**config.mk**
```make
export PLATFORM = sky130hd
export DESIGN_NAME = conv_encoder
export DESIGN_NICKNAME = d
export VERILOG_FILES = /design/src/rtl/conv_encoder.sv
export SDC_FILE = /design/constraint.sdc
export NUM_CORES = 1
export LEC_CHECK = 0
export ABC_AREA = 1
export CORE_MARGIN = 8
export CORE_UTILIZATION = 49
export DETAILED_ROUTE_END_ITERATION = 7
export PLACE_DENSITY = 0.84
export SLEW_MARGIN = 0
export SYNTH_ARGS = -nofsm -noshare
export SYNTH_HDL_FRONTEND = slang
export SYNTH_SLANG_ARGS = --single-unit
export TNS_END_PERCENT = 1
```
**constraint.sdc**
```tcl
create_clock -name clk -period 1.6 [get_ports clk]
set_clock_uncertainty 0.1 [all_clocks]
set_input_delay 0.4 -clock clk [delete_from_list [all_inputs] [get_ports clk]]
set_output_delay 0.4 -clock clk [all_outputs]
set_load 0.005 [all_outputs]
```
**src/rtl/conv_encoder.sv**
```systemverilog
// Rate-1/2 feedforward convolutional encoder with valid/ready streaming and K-1 zero tail bits per frame.
// Optional rate-2/3 puncturing ([11;10] pattern) is compiled in with the CONV_PUNCT_EN macro.
module conv_encoder #(
    parameter int             K  = 7,
    parameter logic [K-1:0]   G0 = 7'o171,
    parameter logic [K-1:0]   G1 = 7'o133
) (
    input  logic       clk,
    input  logic       rst,
    input  logic       en_enc,
    input  logic       i_bit,
    input  logic       i_valid,
    input  logic       i_last,
    output logic       o_ready,
    output logic [1:0] o_code,
    output logic       o_valid,
    output logic       o_last,
    input  logic       i_ready,
`ifdef CONV_PUNCT_EN
    input  logic       i_punct,
    output logic [1:0] o_mask,
`endif
    output logic [1:0] dbg_state
);

    localparam int SW = K - 1;
    localparam int TW = 4;

    typedef enum logic [1:0] {
        IDLE = 2'd0,
        ENC  = 2'd1,
        TAIL = 2'd2
    } state_t;

    state_t        state, state_nx;
    logic [SW-1:0] sr;
    logic [TW-1:0] tail_cnt, tail_cnt_nx;
    logic          accept, tail_step, step, last_step, in_bit;
    logic [K-1:0]  tap_v;
    logic [1:0]    code;

    // Valid/ready: a beat transfers on a rising edge where valid & ready are both high;
    // a producer holding valid keeps its payload stable until that edge.
    assign o_ready   = rst & en_enc & (state != TAIL) & (!o_valid | i_ready);
    assign accept    = i_valid & o_ready;
    assign tail_step = en_enc & (state == TAIL) & (!o_valid | i_ready);
    assign step      = accept | tail_step;
    assign last_step = tail_step & (tail_cnt == TW'(1));
    assign in_bit    = accept & i_bit;

    // sr[SW-1] is the most recent bit, so the input lands on the generator MSB.
    assign tap_v     = {in_bit, sr};
    assign code      = {^(tap_v & G0), ^(tap_v & G1)};
    assign dbg_state = state;

    always_comb begin
        state_nx    = state;
        tail_cnt_nx = tail_cnt;
        case (state)
            IDLE, ENC: begin
                if (accept) begin
                    if (i_last) begin
                        state_nx    = TAIL;
                        tail_cnt_nx = TW'(K - 1);
                    end else begin
                        state_nx = ENC;
                    end
                end
            end
            TAIL: begin
                if (tail_step) begin
                    tail_cnt_nx = tail_cnt - TW'(1);
                    if (tail_cnt == TW'(1)) state_nx = IDLE;
                end
            end
            default: state_nx = IDLE;
        endcase
    end

    always_ff @(posedge clk or negedge rst) begin
        if (!rst) begin
            state    <= IDLE;
            tail_cnt <= '0;
            sr       <= '0;
            o_code   <= 2'b00;
            o_valid  <= 1'b0;
            o_last   <= 1'b0;
        end else begin
            state    <= state_nx;
            tail_cnt <= tail_cnt_nx;
            if (step) begin
                sr      <= {in_bit, sr[SW-1:1]};
                o_code  <= code;
                o_valid <= 1'b1;
                o_last  <= last_step;
            end else if (i_ready) begin
                o_valid <= 1'b0;
                o_last  <= 1'b0;
            end
        end
    end

`ifdef CONV_PUNCT_EN
    // Mask is registered with its codeword; phase counts codewords produced in the frame,
    // which matches the transfer order since every codeword transfers exactly once.
    logic punct_r, phase, punct_eff;

    assign punct_eff = (state == IDLE) ? i_punct : punct_r;

    always_ff @(posedge clk or negedge rst) begin
        if (!rst) begin
            punct_r <= 1'b0;
            phase   <= 1'b0;
            o_mask  <= 2'b11;
        end else begin
            if (accept && (state == IDLE)) punct_r <= i_punct;
            if (step) begin
                o_mask <= (punct_eff & phase) ? 2'b10 : 2'b11;
                phase  <= last_step ? 1'b0 : ~phase;
            end
        end
    end
`endif

endmodule

```
[Word-level counts from Yosys, hierarchy flattened]
Cells that the tools add are included.
Widths: inputs -> output; s select.
Operators by class
  equality and inequality tests: 8
  add/sub/neg operators: 1
  muxes and demuxes: 12
  bitwise gates (word level): 10
  reductions and logical operators: 9
Operators by type and width (count)
  $reduce_xor 7->1: 2
  $mux 4: 3
  $and 1x1->1: 8
  $mux 2: 4
  $ne 2x2->1 const B: 4
  $pmux 4 s2: 1
  $eq 4x1->1 const B: 1
  $pmux 2 s2: 1
  $reduce_and 4->1: 1
  $reduce_bool 2->1: 2
  $sub 4x1->4 const B: 1
  $mux 1: 3
  $reduce_and 3->1: 1
  $eq 2x1->1 const B: 1
  $eq 2x2->1 const B: 1
  $logic_not 2->1: 1
  $ne 2x1->1 const B: 1
  $or 1x1->1: 2
  $reduce_or 2->1: 1
  $logic_not 1->1: 1
Storage, ports and cells
  register bits: 16
  output and inout port bits: 7

[Logic depth before layout (Yosys ltp)]
Gate-level depths: netlist of the first run.
  word-level depth: 6
  depth in mapped cells: 9
  mapped depth without buffers: 9

[Worst setup path after synthesis of the first run]
OpenSTA, ideal clock, no wires.
  path type: register -> register
  start: register tail_cnt[1]
  end: register state[0], in the netlist dbg_state[0]
  setup time: 0.126 ns
  buffers on the path: 0
  arrival: 1.116 ns
  clock period less this slack: 1.342 ns
  stages on the path, launching flop included: 8
  path slack: 0.258 ns
  cell sequence: dfrtp_1 -> inv_1 -> ha_1 -> nand3_1 -> o21ai_0 -> nand2_1 -> nand2_1 -> o21ai_0
On the way
  longest elaborated chain between the ends: 3
RTL lines
  start: declaration: line 37  | logic [TW-1:0] tail_cnt, tail_cnt_nx;
  start signal: assignment: line 90  | tail_cnt <= tail_cnt_nx;
  $eq 4x1->1: line 73  | if (tail_cnt == TW'(1)) state_nx = IDLE;
  $ne 2x1->1 (no source line)
  $reduce_and 3->1 (no source line)
  end signal: assignment: line 89  | state <= state_nx;
  end: declaration: line 35  | state_t state, state_nx;
No other way between the ends.
A chain may end at the register's enable or synchronous reset.

[Final worst setup path of the first run]
  start: register state[1], in the netlist dbg_state[1]
  end: output port o_ready
On the way
  longest elaborated chain between the ends: 3
RTL lines
  $ne 2x2->1: line 44  | assign o_ready = rst & en_enc & (state != TAIL) & (!o_valid | i_ready);
  $and 1x1->1 (2 in a row): line 44
  end: declaration: line 14  | output logic o_ready,
No other way between the ends.

==> run metrics, run 1 <==
outcome complete, but fails checks; synth warn 0; Synth Area in Adders 2.76%; residual DRC count 0; Iteration-0 DRC Markers 27; initial antenna violation count 0; setup ws final -0.0258 ns; RSZ-0062 raised after global routing yes; layout cell share with drive strength beyond 1 19.0%; I/O Buffers 13; CTS tree built; r2r startpoint tail_cnt[1]; period utilisation layout 102%; Unique masters post-synth 16; H-tree lvl count 1; dpl hpwl approximately 1.5 mm; Num CTS Buffers 3; Pre-Repair DR Iteration Count 4; first-pass GRT wire length 3.40 mm; Worst slew margin 86.4%; GP Congestion 0.864; GRT Util Overall 12.7%; vias post-DR 879; number of antenna diodes 0; Die Wd 59.0 um; Die Span Y about 59 um; CORE AREA 1730 um^2; xor-xnor portion of the synthesized cell area 0.967%; failing checks negative setup slack; R2R depth 6; final hold viol count 0; hold buffer count at CTS 0; via/cell ratio between 4 and 5; Worst Path Class, Setup register to primary output; vias in the first global route 808; worst setup path endpoint o_ready; Synth Area in Simple Gates 33.4%; Power Density 1690 nW/um^2; # clock sinks 16; Worst Hold Class input port to async pin; post-synthesis mux area share 0%; Initial Utilization a little over half; gr ovfl total 0; Compound-Gate Fraction of Synth Area 9.53%; final setup fails 2; Avg Inst Size Synth 7.25 um^2; worst path arrival time 1.13 ns; Final min period 1.63 ns; die footprint 3480 um^2; #FFs+latches synth 16; largest family of logic cells by synthesized area simple AND/OR/NAND/NOR gates; clk slew on worst S/H paths 0.10 ns; Max Cap Viol 0; Mapped Area 906 um^2; power after layout 2040 uW; Final #Nets 163; Achievable Freq 0.615 GHz; leak pwr 0.000683 uW; Mapped Cells approximately 130; Max Buffers Root-to-Sink 2; crit path max fanout 2; ANT nets after route 0; CTS root buf clkbuf_4; Slew @ Worst Pin 0.205 ns; kind of end point of the critical path primary output; critical path launch point dbg_state[1]; post-synthesis sequential area ratio 44.2%; Clk Latency, worst-skew pair between 0.2 and 0.3 ns; Routed wire per std cell 11.8 um; CP Data Required Time about 1.1 ns; reg-to-reg slack, setup between 0.1 and 0.15 ns; Max rail drop VDD 0.00121 V; largest net degree at the start of global routing 17; DRT Wirelength 2.11 mm; nature of the critical path startpoint register; fin. max-slew vios 0; Setup TNS -0.0357 ns; FP Rows 15; area grow syn2layout 33.6%; I/O pin count 14; worst r2r dst dbg_state[0]; post-synth net total 134
==> worst min-delay path by stage <==
stage	startpoint	to	slack, ns	cells past startpoint
detailed placement	o_code[1]	o_code[1]	0.37	2
finish	rst	o_valid	0.11	3
floorplan	rst	dbg_state[0]	0.004	0
CTS	o_code[1]	o_code[1]	0.39	2
global placement	o_code[1]	o_code[1]	0.36	2
global route	rst	o_code[1]	0.16	3
==> state kept, by name, indices dropped and copies added, names as in the netlist <==
| register | cells |
|---|---|
| dbg_state | 2 |
| o_valid | 1 |
| sr | 6 |
| tail_cnt | 4 |
| o_code | 2 |
| o_last | 1 |
==> final cells by class <==
class / count / area (um^2)
Multi-Input combinational cell: 89 / 438
Sequential cell: 16 / 400
Fill cell: 136 / 517
Clock buffer: 4 / 36.3
Inverter: 19 / 71.3
Tap cell: 25 / 31.3
Timing Repair Buffer: 25 / 233
==> through the flow <==
stage                     std cells  setup WS, ns  utilization [%]  hold WS, ns  instance area, um^2
after floorplan                 125         0.258                -      0.00441                  906
after global placement          172        -0.548             66.2        0.363                 1140
after detailed placement        172        -0.562             66.2        0.365                 1140
after CTS                       177        -0.158             68.1        0.385                 1180
after global routing            178       -0.0869             70.1        0.160                 1210
final                           178       -0.0258             70.1        0.114                 1210
==> where the power goes <==
part / internal (uW) / leakage, uW / switching [uW]
Clock: 139 / 0.0000210 / 135
Sequential: 558 / 0.000207 / 113
Combinational: 477 / 0.000455 / 621
Total: 1170 / 0.000683 / 868
==> layout by cell type, fill, tap and decap left out, types with 2 or more instances in the layout <==
cell type,synthesis,routed
dlygate4sd2_1,0,5
inv_2,2,2
nand4_1,3,3
nor2_1,5,5
o21ai_2,3,3
nand3_1,6,6
clkbuf_4,0,3
nand2_4,0,2
dlymetal6s2s_1,0,3
dfrtp_1,16,16
buf_4,0,10
inv_1,17,17
nand2_1,52,50
clkdlybuf4s50_1,0,3
nand2_2,3,3
o21ai_1,4,5
ha_1,2,2
o21ai_0,8,7
==> cells in the mapped netlist <==
cell     number  share of area [%]
nand3_2       1                1.1
nand2_1      52                 22
xor2_1        1               0.97
nand2_2       3                2.1
inv_1        17                7.0
o21ai_2       3                2.9
nor2_4        1                1.2
nand4_1       3                2.1
nor2_1        5                2.1
inv_2         2               0.83
o21ai_0       8                4.4
buf_6         1                1.2
ha_1          2                2.8
dfrtp_1      16                 44
nand3_1       6                3.3
o21ai_1       4                2.2
==> cell families after synthesis <==
| group | after synthesis |
|---|---|
| buffers and inverters | 20 |
| flip-flops | 16 |
| AO/OA/AOI/OAI | 15 |
| adder cells (fa/ha/maj) | 2 |
| XOR/XNOR | 1 |
| AND/OR/NAND/NOR | 71 |
==> worst max-delay path, stage by stage, from the launching register on <==
cell	delay (ns)
dfrtp_1	0.41
buf_6	0.12
nand2_4	0.05
nand2_2	0.05
nor2_1	0.09
buf_2	0.11
==> metal layers <==
layer / routed length [um] / global-route usage [%]
met5: 0 / 0
met4: 63 / 8.19
met3: 81 / 2.39
met2: 1080 / 21.0
met1: 880 / 14.6
==> what timing repair did <==
item / CTS / global route
setup endpoints to repair: 7 / 14
gates resized for setup: 11 / 9
pin swaps: 0 / 4
buffers inserted: 1 / 1
hold endpoints to repair: 0 / 0
Power figures use the tool's default switching activity.
==> run 2: changes to the inputs <==
--- a/config.mk
+++ b/config.mk
@@ -5,11 +5,10 @@
 export SDC_FILE = /design/constraint.sdc
 export NUM_CORES = 1
 export LEC_CHECK = 0
-export ABC_AREA = 1
 export CORE_MARGIN = 8
-export CORE_UTILIZATION = 49
+export CORE_UTILIZATION = 40
 export DETAILED_ROUTE_END_ITERATION = 7
-export PLACE_DENSITY = 0.84
+export PLACE_DENSITY = 0.73
 export SLEW_MARGIN = 0
 export SYNTH_ARGS = -nofsm -noshare
 export SYNTH_HDL_FRONTEND = slang
==> run 2 against run 1 <==
  * The flow still finishes with violations (negative setup slack)
  * Register-to-register slack lost 0.15 ns
  * Power shrank 15%
  * Synthesized cell count shrank 42%
  * Final cell count shrank 27%
  * Largest power group unchanged
==> run metrics, run 2 <==
outcome complete, but fails checks; failing checks negative setup slack; RSZ-0062 raised after global routing yes; I/O Buffers 13 (unchanged); most common cell after layout, fill and taps aside dfrtp_1; Mapped Cells 73 (-42%); CORE AREA 2000 um^2 (+16%); count leader, synth dfrtp_1; residual DRC count 0 (unchanged); ANT nets after route 0 (unchanged); crit path max fanout 2 (unchanged); Unique masters post-synth 32 (+16); Final min period 1.65 ns (+0.0226 ns); reg-to-reg slack, setup -0.02 ns (-0.15 ns); number of antenna diodes 0 (unchanged); post-synth net total 82 (-39%); vias post-DR 667 (-24%); layout cell share with drive strength beyond 1 35.0% (+16 points); crit path buf inv count 1 (-1); Pre-Repair DR Iteration Count 2 (-2); H-tree lvl count 1 (unchanged); fin. max-slew vios 0 (unchanged); #FFs+latches synth 16 (unchanged); # clock sinks 16 (unchanged); GRT Util Overall 9.51% (-3.2 points); area grow syn2layout 38.6%; initial antenna violation count 0 (unchanged); largest net degree at the start of global routing 12 (-5); Die Span Y 62.4 um (+5.7%); Achievable Freq 0.607 GHz (-1.4%); gr ovfl total 0 (unchanged); Iteration-0 DRC Markers 16 (-41%); setup ws final -0.0484 ns (-0.0226 ns); Num CTS Buffers 3 (unchanged); I/O pin count 14 (unchanged); DRT Wirelength 1.85 mm (-12%); max incr delay on CP 0.43 ns (+0.02 ns); final setup fails 6 (+4); Max Cap Viol 0 (unchanged); cell family with most CP delay flip-flops; Mapped Area 860 um^2 (-5.1%); Avg Inst Size Synth 11.8 um^2 (+62%); max reg flops 6 (unchanged); top cell type's share of synthesized area 46.6% (+2.4 points); Final #Nets 114 (-30%); crit path cell chain nand2b_4, and4_4, buf_6; Max Buffers Root-to-Sink 2 (unchanged); Power Density 1460 nW/um^2 (-14%); most frequent cells in the layout dfrtp_1 (16), buf_4 (15), nand2_1 (7), dlygate4sd2_1 (7), mux2_4 (5); first-pass GRT wire length 3.01 mm (-12%); Top reg by flops sr; Initial Utilization 42.9% (-9.5 points); EDFF count, synth 0 (unchanged); vias in the first global route 628 (-22%); via/cell ratio 5.13 (+3.9%); GP Congestion 0.790 (-8.6%); kind of end point of the critical path primary output; Yosys top cell by area dfrtp_1; Main synth FF type dfrtp_1; CTS tree built; asr flop ratio synth 100% (unchanged); CTS root buf clkbuf_4; dpl hpwl 1.33 mm (-13%); Slowest cell on crit path dfrtp_1; top post-synthesis cells by area dfrtp_1 (47%), mux2_4 (5.2%), mux2i_1 (4.7%), nand2_1 (3.1%), ha_1 (2.9%); nature of the critical path startpoint register; placed cell area 1100 um^2 (-3.4%); Die Wd 62.4 um (+5.7%); Worst Path Class, Setup register to primary output; period utilisation layout 103% (+1.4 points); Max rail drop VDD 0.000894 V (-26%); die footprint 3890 um^2 (+12%); Final Util 59.5% (-11 points); synth warn 0 (unchanged); Worst slew margin 82.8% (-3.5 points); CP Data Required Time 1.10 ns (about the same); Slew @ Worst Pin 0.256 ns (+0.0516 ns); clk slew on worst S/H paths 0.09 ns (about the same); post-synthesis sequential area ratio 46.6% (+2.4 points); Clk Latency, worst-skew pair 0.29 ns (about the same); Routed wire per std cell 14.3 um (+21%); top flop regs sr x6, tail_cnt x4; FP Rows 16 (+1); leak pwr 0.000591 uW (-14%); fill count 173 (+27%); final hold viol count 0 (unchanged); synth cell count leaders dfrtp_1 (16), nand2_1 (7), mux2i_1 (4); worst path arrival time 1.15 ns (+0.02 ns); fin area 1190 um^2 (-1.6%); Worst Hold Class input port to async pin
==> run 2: cell count changes in the layout (fill, tap and decap cells not counted), sizes merged, moves of 5 or more <==
cell / previous run / this run
inv: 19 / 3
o21ai: 15 / 3
buf: 13 / 18
mux2: 0 / 5
nand2: 55 / 7
==> run 2: timing repair <==
action                                  in CTS  in global routing
gates resized for setup                     19                  8
pin swaps                                    0                  4
hold buffers                                 0                  0
setup buffers                                1                  2
endpoints found under the setup margin      22                 15
==> run 2: cells by family (layout without fill, tap and decap cells) <==
logic type	after synthesis	count (layout)	share of synthesized area, %
buffers and inverters	5	35	3.20
multiplexers	9	9	12.5
AND/OR/NAND/NOR	24	24	17.3
XOR/XNOR	5	5	6.70
adder cells (fa/ha/maj)	2	2	2.91
AO/OA/AOI/OAI	12	12	10.8
flip-flops	16	16	46.6
==> run 2: per-layer routing <==
metal / track usage [%] / part of all wire [%]
met1: 12.5 / 48
met2: 13.1 / 44
met3: 1.43 / 4.0
met4: 8.55 / 3.4
met5: 0 / 0
==> run 2: worst register-to-register path, cell delays in order (launching register included) <==
cell	delay, ns
dfrtp_1	0.43
buf_6	0.16
and2b_4	0.18
o211ai_4	0.18
buf_12	0.15
mux2_4	0.30
==> run 2: layout make-up <==
type                    count  area (um^2)  area share [%]
multi-input cells          52          472            39.6
flip-flops and latches     16          400            33.6
repair buffers             29          251            21.1
well taps                  27         33.8            2.84
clock buffers               3         22.5            1.89
inverters                   3         11.3           0.945
==> run 2: path summary, 6_finish.rpt <==
check / from / end / cells past startpoint
setup / recovery: dbg_state[1] / o_ready / 3
hold / removal: rst / dbg_state[1] / 2
setup reg to reg: dbg_state[1] / sr[1] / 5
hold reg to reg: o_code[0] / o_code[0] / 2
max in group asynchronous: rst / sr[1] / 3
min in group clk: o_code[0] / o_code[0] / 2
==> run 2: metrics by stage <==
stage	hold slack [ns]	cells	total power, uW	TNS [ns]	setup WS [ns]
final	0.0579	130	1730	-0.137	-0.0484
after CTS	0.0632	128	1650	-0.203	-0.151
after detailed placement	0.380	124	1430	-7.31	-0.677
after global routing	0.0727	130	1870	-0.397	-0.0723
after floorplan	0.00441	73	1110	0	0.0644
after global placement	0.369	124	1410	-7.01	-0.678
==> run 2: power by group <==
part	leakage (uW)	total [uW]	internal [uW]	switching, uW
Clock	0.0000138	210	87.7	122
Sequential	0.000205	635	526	109
Combinational	0.000372	889	523	365
